`config.mk`:
```
export PLATFORM = sky130hd
export DESIGN_NAME = raiz_requester
export DESIGN_NICKNAME = d
export VERILOG_FILES = /design/src/rtl/raiz_pkg.sv /design/src/rtl/raiz_timeout_ctr.sv /design/src/rtl/raiz_requester.sv
export SDC_FILE = /design/constraint.sdc
export NUM_CORES = 1
export LEC_CHECK = 0
export BUFFER_PORTS_ARGS = -buffer_cell sky130_fd_sc_hd__buf_2
export CAP_MARGIN = 20
export CORE_MARGIN = 3
export CORE_UTILIZATION = 40
export CTS_CLUSTER_SIZE = 12
export DETAILED_ROUTE_END_ITERATION = 10
export PLACE_DENSITY = 0.78
export SYNTH_ARGS = -nofsm -noshare
export SYNTH_HDL_FRONTEND = slang
export SYNTH_SLANG_ARGS = --single-unit
```
`constraint.sdc`:
```
create_clock -name clk -period 2 [get_ports clk]
set_input_delay 0.6 -clock clk [delete_from_list [all_inputs] [get_ports clk]]
set_output_delay 0.6 -clock clk [all_outputs]
set_load 0.01 [all_outputs]
```
`src/rtl/raiz_pkg.sv`:
```
// Shared constants for the square-root requester: state encodings and default widths.
package raiz_pkg;

    localparam logic [2:0] RQ_IDLE   = 3'd0;
    localparam logic [2:0] RQ_LAUNCH = 3'd1;
    localparam logic [2:0] RQ_WAIT   = 3'd2;
    localparam logic [2:0] RQ_ABORT  = 3'd3;
    localparam logic [2:0] RQ_OUT    = 3'd4;

    localparam int RAIZ_DATA_W  = 16;
    localparam int RAIZ_RES_W   = 8;
    localparam int RAIZ_TIMEOUT = 64;

    typedef enum logic [2:0] {
        ST_IDLE   = RQ_IDLE,
        ST_LAUNCH = RQ_LAUNCH,
        ST_WAIT   = RQ_WAIT,
        ST_ABORT  = RQ_ABORT,
        ST_OUT    = RQ_OUT
    } rq_state_e;

    // Counter width able to hold TC-1; never narrower than one bit.
    function automatic int ctr_width(input int tc);
        return (tc <= 2) ? 1 : $clog2(tc);
    endfunction

endpackage

```
`src/rtl/raiz_timeout_ctr.sv`:
```
// Saturating cycle counter for the WAIT-state watchdog; tc_o flags the terminal count TC-1.
module raiz_timeout_ctr
    import raiz_pkg::*;
#(
    parameter int TC = RAIZ_TIMEOUT
) (
    input  logic clk,
    input  logic rst,
    input  logic clr_i,
    input  logic en_i,
    output logic tc_o
);

    localparam int CW = ctr_width(TC);
    localparam logic [CW-1:0] TC_M1 = CW'(TC - 1);
    localparam logic [CW-1:0] ONE   = CW'(1);

    logic [CW-1:0] cnt_q;
    logic [CW-1:0] cnt_d;

    // Next count: clear wins, then count up and hold once terminal count is reached.
    always_comb begin
        cnt_d = cnt_q;
        if (clr_i) begin
            cnt_d = {CW{1'b0}};
        end else if (en_i && (cnt_q != TC_M1)) begin
            cnt_d = cnt_q + ONE;
        end else begin
            cnt_d = cnt_q;
        end
    end

    // Count register.
    always_ff @(posedge clk or posedge rst) begin
        if (rst) begin
            cnt_q <= {CW{1'b0}};
        end else begin
            cnt_q <= cnt_d;
        end
    end

    assign tc_o = (cnt_q == TC_M1);

endmodule

```
`src/rtl/raiz_requester.sv`:
```
// Operand-side sequencer for the iterative square-root core: accept, launch, wait with
// watchdog, capture root (or abort), and hand the result downstream.
module raiz_requester
    import raiz_pkg::*;
#(
    parameter int DATA_W  = RAIZ_DATA_W,
    parameter int RES_W   = RAIZ_RES_W,
    parameter int TIMEOUT = RAIZ_TIMEOUT
) (
    input  logic              clk,
    input  logic              rst,
    input  logic              in_valid,
    output logic              in_ready,
    input  logic [DATA_W-1:0] in_data,
    output logic              out_valid,
    input  logic              out_ready,
    output logic [RES_W-1:0]  out_root,
    output logic              out_timeout,
    output logic [DATA_W-1:0] core_A,
    output logic              core_init,
    output logic              core_rst,
    input  logic              core_done,
    input  logic [RES_W-1:0]  core_result,
    output logic              err_stray
);

    rq_state_e         state_q, state_d;
    logic              in_ready_q, in_ready_d;
    logic              out_valid_q, out_valid_d;
    logic [RES_W-1:0]  out_root_q, out_root_d;
    logic              out_timeout_q, out_timeout_d;
    logic [DATA_W-1:0] core_a_q, core_a_d;
    logic              core_init_q, core_init_d;
    logic              core_rst_q, core_rst_d;
    logic              err_stray_q, err_stray_d;
    logic              tc_s;

    raiz_timeout_ctr #(
        .TC (TIMEOUT)
    ) u_tmo (
        .clk   (clk),
        .rst   (rst),
        .clr_i (state_q == ST_LAUNCH),
        .en_i  (state_q == ST_WAIT),
        .tc_o  (tc_s)
    );

    // Next state and capture values; outputs are then derived from the next state so
    // they register in the same edge as the state they belong to.
    always_comb begin
        state_d       = state_q;
        core_a_d      = core_a_q;
        out_root_d    = out_root_q;
        out_timeout_d = out_timeout_q;
        err_stray_d   = err_stray_q | (core_done && (state_q != ST_WAIT));

        case (state_q)
            ST_IDLE: begin
                if (in_valid && in_ready_q) begin
                    state_d  = ST_LAUNCH;
                    core_a_d = in_data;
                end else begin
                    state_d  = ST_IDLE;
                end
            end
            ST_LAUNCH: begin
                state_d = ST_WAIT;
            end
            ST_WAIT: begin
                // A done arriving on the terminal-count cycle still counts as success.
                if (core_done) begin
                    state_d       = ST_OUT;
                    out_root_d    = core_result;
                    out_timeout_d = 1'b0;
                end else if (tc_s) begin
                    state_d = ST_ABORT;
                end else begin
                    state_d = ST_WAIT;
                end
            end
            ST_ABORT: begin
                state_d       = ST_OUT;
                out_root_d    = {RES_W{1'b0}};
                out_timeout_d = 1'b1;
            end
            ST_OUT: begin
                if (out_ready) begin
                    state_d = ST_IDLE;
                end else begin
                    state_d = ST_OUT;
                end
            end
            default: begin
                state_d = ST_IDLE;
            end
        endcase

        in_ready_d  = (state_d == ST_IDLE);
        out_valid_d = (state_d == ST_OUT);
        core_init_d = (state_d == ST_LAUNCH);
        core_rst_d  = (state_d == ST_ABORT);
    end

    // State and output registers.
    always_ff @(posedge clk or posedge rst) begin
        if (rst) begin
            state_q       <= ST_IDLE;
            in_ready_q    <= 1'b0;
            out_valid_q   <= 1'b0;
            out_root_q    <= {RES_W{1'b0}};
            out_timeout_q <= 1'b0;
            core_a_q      <= {DATA_W{1'b0}};
            core_init_q   <= 1'b0;
            core_rst_q    <= 1'b0;
            err_stray_q   <= 1'b0;
        end else begin
            state_q       <= state_d;
            in_ready_q    <= in_ready_d;
            out_valid_q   <= out_valid_d;
            out_root_q    <= out_root_d;
            out_timeout_q <= out_timeout_d;
            core_a_q      <= core_a_d;
            core_init_q   <= core_init_d;
            core_rst_q    <= core_rst_d;
            err_stray_q   <= err_stray_d;
        end
    end

    assign in_ready    = in_ready_q;
    assign out_valid   = out_valid_q;
    assign out_root    = out_root_q;
    assign out_timeout = out_timeout_q;
    assign core_A      = core_a_q;
    assign core_init   = core_init_q;
    assign core_rst    = core_rst_q;
    assign err_stray   = err_stray_q;

endmodule

```
==> flow_summary.yaml <==
logic_synthesis:
  synth_top_area_share_pct: 58.7
  synthesis.nets: 161
  synth_cells: 131
  synth_simple_gate_area_share_pct: 13.4
  synth_top_area_cell: "dfrtp_1"
  avgSynthCellArea_sq_um: 12.7
  ys_ff_latch: 39
  synth_mux_area_share_pct: 14.8
  yosysWarningCount: 0
  synth_xor_area_share_pct: 0
  synth_top_family_by_area: "multiplexers"
  synth-compound-area-share_pct: 7.83
  yosys.cell_types.count: 32
  yosys.area_share.adder_pct: 0.752
  synth_area_sq_mm: 0.00166
  yosys-top-cells-area: "dfrtp_1 59%, mux2_4 6.3%, mux2_2 6.1%, nand4b_1 4.2%, o21ai_0 2.7%"
  yosysSeqAreaShare_pct: 58.7
cts:
  cts_resized: 0
  cts_tree: "done"
  cts_buffers: 5
  hold_buffers: 0
  clkTransAtPathRegs_ns: 0.07
  h-tree-depth: 2
  post_cts_buffers: 0
  worstSkewPairLatency_ns: 0.28
  clock_sinks: 39
  clockBufferDepth: 2
  cts_root_buffer: "clkbuf_8"
worst_setup_path:
  r2r-end: "core_A[3]"
  r2r_slack_ns: 0.49
  r2r_cells: 4
  crit_type: "reg -> reg"
  endpoint_kind: "flip-flop"
  crit_arrival_ns: 1.68
  required_ns: 2.17
  r2r-start: "state_q[1]"
  cp_max_fo: 12
  cp-start-kind: "flip-flop"
placed_design:
  portBuffers: 58
  dp_cells: 237
  gp_congestion: 0.710
  dp_hpwl_mm: 2.28
routing:
  final_antenna_net_count: 0
  wl_per_cell_um: 12.9
  drt_iter0_markers: 45
  dr.pass1.iters: 4
  wirelength_mm: 3.15
  drc: 0
  num_vias: 1175
  via_per_inst: 4.80
global_routing:
  grtUsageTotal_pct: 13.3
  grt_max_degree: 40
  grt_pass1_wl_mm: 5.40
  grt_pass1_vias: 1185
  antenna_found_initial: 0
  overflow: 0
floorplanning:
  dieArea_sq_mm: 0.00497
  io-pin-count: 59
  start_util_pct: 43.5
  fp.dieH_um: 70.5
  die_x_um: 70.5
  core_sq_mm: 0.00383
  num_rows: 22
job:
  cap_viol_max_count: 0
layout:
  instances_no_fill: 245
  n_fill_cell: 335
  layout.nets: 226
  syn_to_final_growth_pct: 28.8
  antenna_cells: 0
  drive_above_1_share_pct: 46.7
run_status:
  status: "finished, final reports clean"
pwr:
  switching_share_pct: 31.6
  combPwrFrac_pct: 38.2
  p_switching_uw: 998
  seqPwrFrac_pct: 40.9
  power_density_mw_per_mm2: 1470
  total_leakage_power_nw: 1.12
  p_clk_share_pct: 20.8
  ir_worst_vdd_mv: 0.532
  internal_power_mw: 2.16
min_path:
  holdCritPathClass: "in -> async"
sta:
  setup-tns-final_ns: 0
  slew_violations: 0
  finalCriticalPeriod_ns: 1.51
  fmax_ghz: 0.663
  clock_skew_ns: 0.00462
  finalHoldViolCount: 0
  relSlewSlack_pct: 67.4
  rsz0062_at_grt: "false"
  final.period_utilization_pct: 75.4
  setup_viol: 0
  tightest_slew_ns: 0.484
synthesized netlist by cell type:
cell type and number:
a21o_1 2, a22o_1 1, a41o_1 1, and2_1 1, and3_1 1, and4b_1 1, buf_4 1, buf_6 1
clkbuf_1 4, dfrtp_1 39, ha_1 1, inv_1 11, mux2_2 9, mux2_4 7, mux2i_1 4, nand2_1 9
nand2b_1 2, nand4_1 2, nand4b_1 8, nor2_1 3, nor2b_1 1, nor3_1 1, nor3b_2 1, nor4b_1 1
o2111ai_1 1, o211a_1 2, o211ai_1 1, o21a_1 1, o21ai_0 9, o21bai_1 1, or2_2 3, or3b_1 1
stage by stage:
step / util (%) / setup WS, ns / hold slack [ns] / cell area (sq um) / total power [mW]
after floorplan: - / 0.496 / 0.467 / 1660 / 2.08
after global placement: 52.9 / 0.408 / 0.443 / 2020 / 2.49
after detailed placement: 52.9 / 0.369 / 0.460 / 2020 / 2.53
after CTS: 56.0 / 0.486 / 0.430 / 2140 / 3.20
after global routing: 56.0 / 0.346 / 0.488 / 2140 / 3.36
final: 56.0 / 0.491 / 0.421 / 2140 / 3.15
state kept, by name, indices dropped and copies added, names as in the netlist:
name / count
err_stray: 1
core_A: 16
out_timeout: 1
u_tmo.cnt_q: 6
core_init: 1
core_rst: 1
in_ready: 1
out_root: 8
out_valid: 1
state_q: 3
logic make-up after synthesis:
| logic type | after synthesis |
|---|---|
| and+or+nand+nor | 35 |
| DFF | 39 |
| muxes | 20 |
| AOI/OAI and AO/OA | 19 |
| adders and majority gates | 1 |
| buffers and inverters | 17 |
metal layers:
metal	part of all wire, %	GRT usage [%]
met5	0	0
met4	0.70	3.83
met3	6.4	3.17
met2	46	20.9
met1	46	18.4
worst max path at each step:
| stage | start | endpoint | slack (ns) | cells past startpoint |
|---|---|---|---|---|
| floorplan | in_valid | core_A[0] | 0.50 | 4 |
| global placement | in_valid | core_A[3] | 0.41 | 4 |
| detailed placement | in_valid | core_A[3] | 0.37 | 4 |
| CTS | u_tmo.cnt_q[0] | u_tmo.cnt_q[0] | 0.49 | 4 |
| global route | u_tmo.cnt_q[0] | u_tmo.cnt_q[0] | 0.35 | 4 |
| finish | state_q[1] | core_A[3] | 0.49 | 4 |
placed cells by master, fill, tap and decap left out, drive strengths merged, types with 2 or more instances in the layout:
master / instances
a21o: 2
buf: 64
clkbuf: 6
dfrtp: 39
inv: 11
mux2: 16
mux2i: 4
nand2: 9
nand2b: 2
nand4: 2
nand4b: 8
nor2: 3
o211a: 2
o21ai: 9
or2: 3
final cells by class:
type / instances / area [sq um] / area share [%]
well taps: 48 / 60.1 / 2.80
multi-input cells: 75 / 612 / 28.6
repair buffers: 64 / 335 / 15.7
flip-flops and latches: 39 / 976 / 45.6
clock buffers: 6 / 82.6 / 3.86
clock inverters: 2 / 35.0 / 1.64
inverters: 11 / 41.3 / 1.93
power groups by stage:
stage               combinational, mW  clock (mW)  sequential (mW)
floorplan                       0.646           0             1.44
global placement                 1.19           0             1.30
detailed placement               1.23           0             1.31
CTS                              1.23       0.677             1.30
global route                     1.32       0.702             1.34
finish                           1.21       0.657             1.29
critical path: stages, from the launching register on:
cell,delay (ns)
dfrtp_1,0.41
nor2_1,0.13
and4b_1,0.25
buf_4,0.24
mux2_2,0.36
Note: power is estimated with default switching activity, not from simulation.
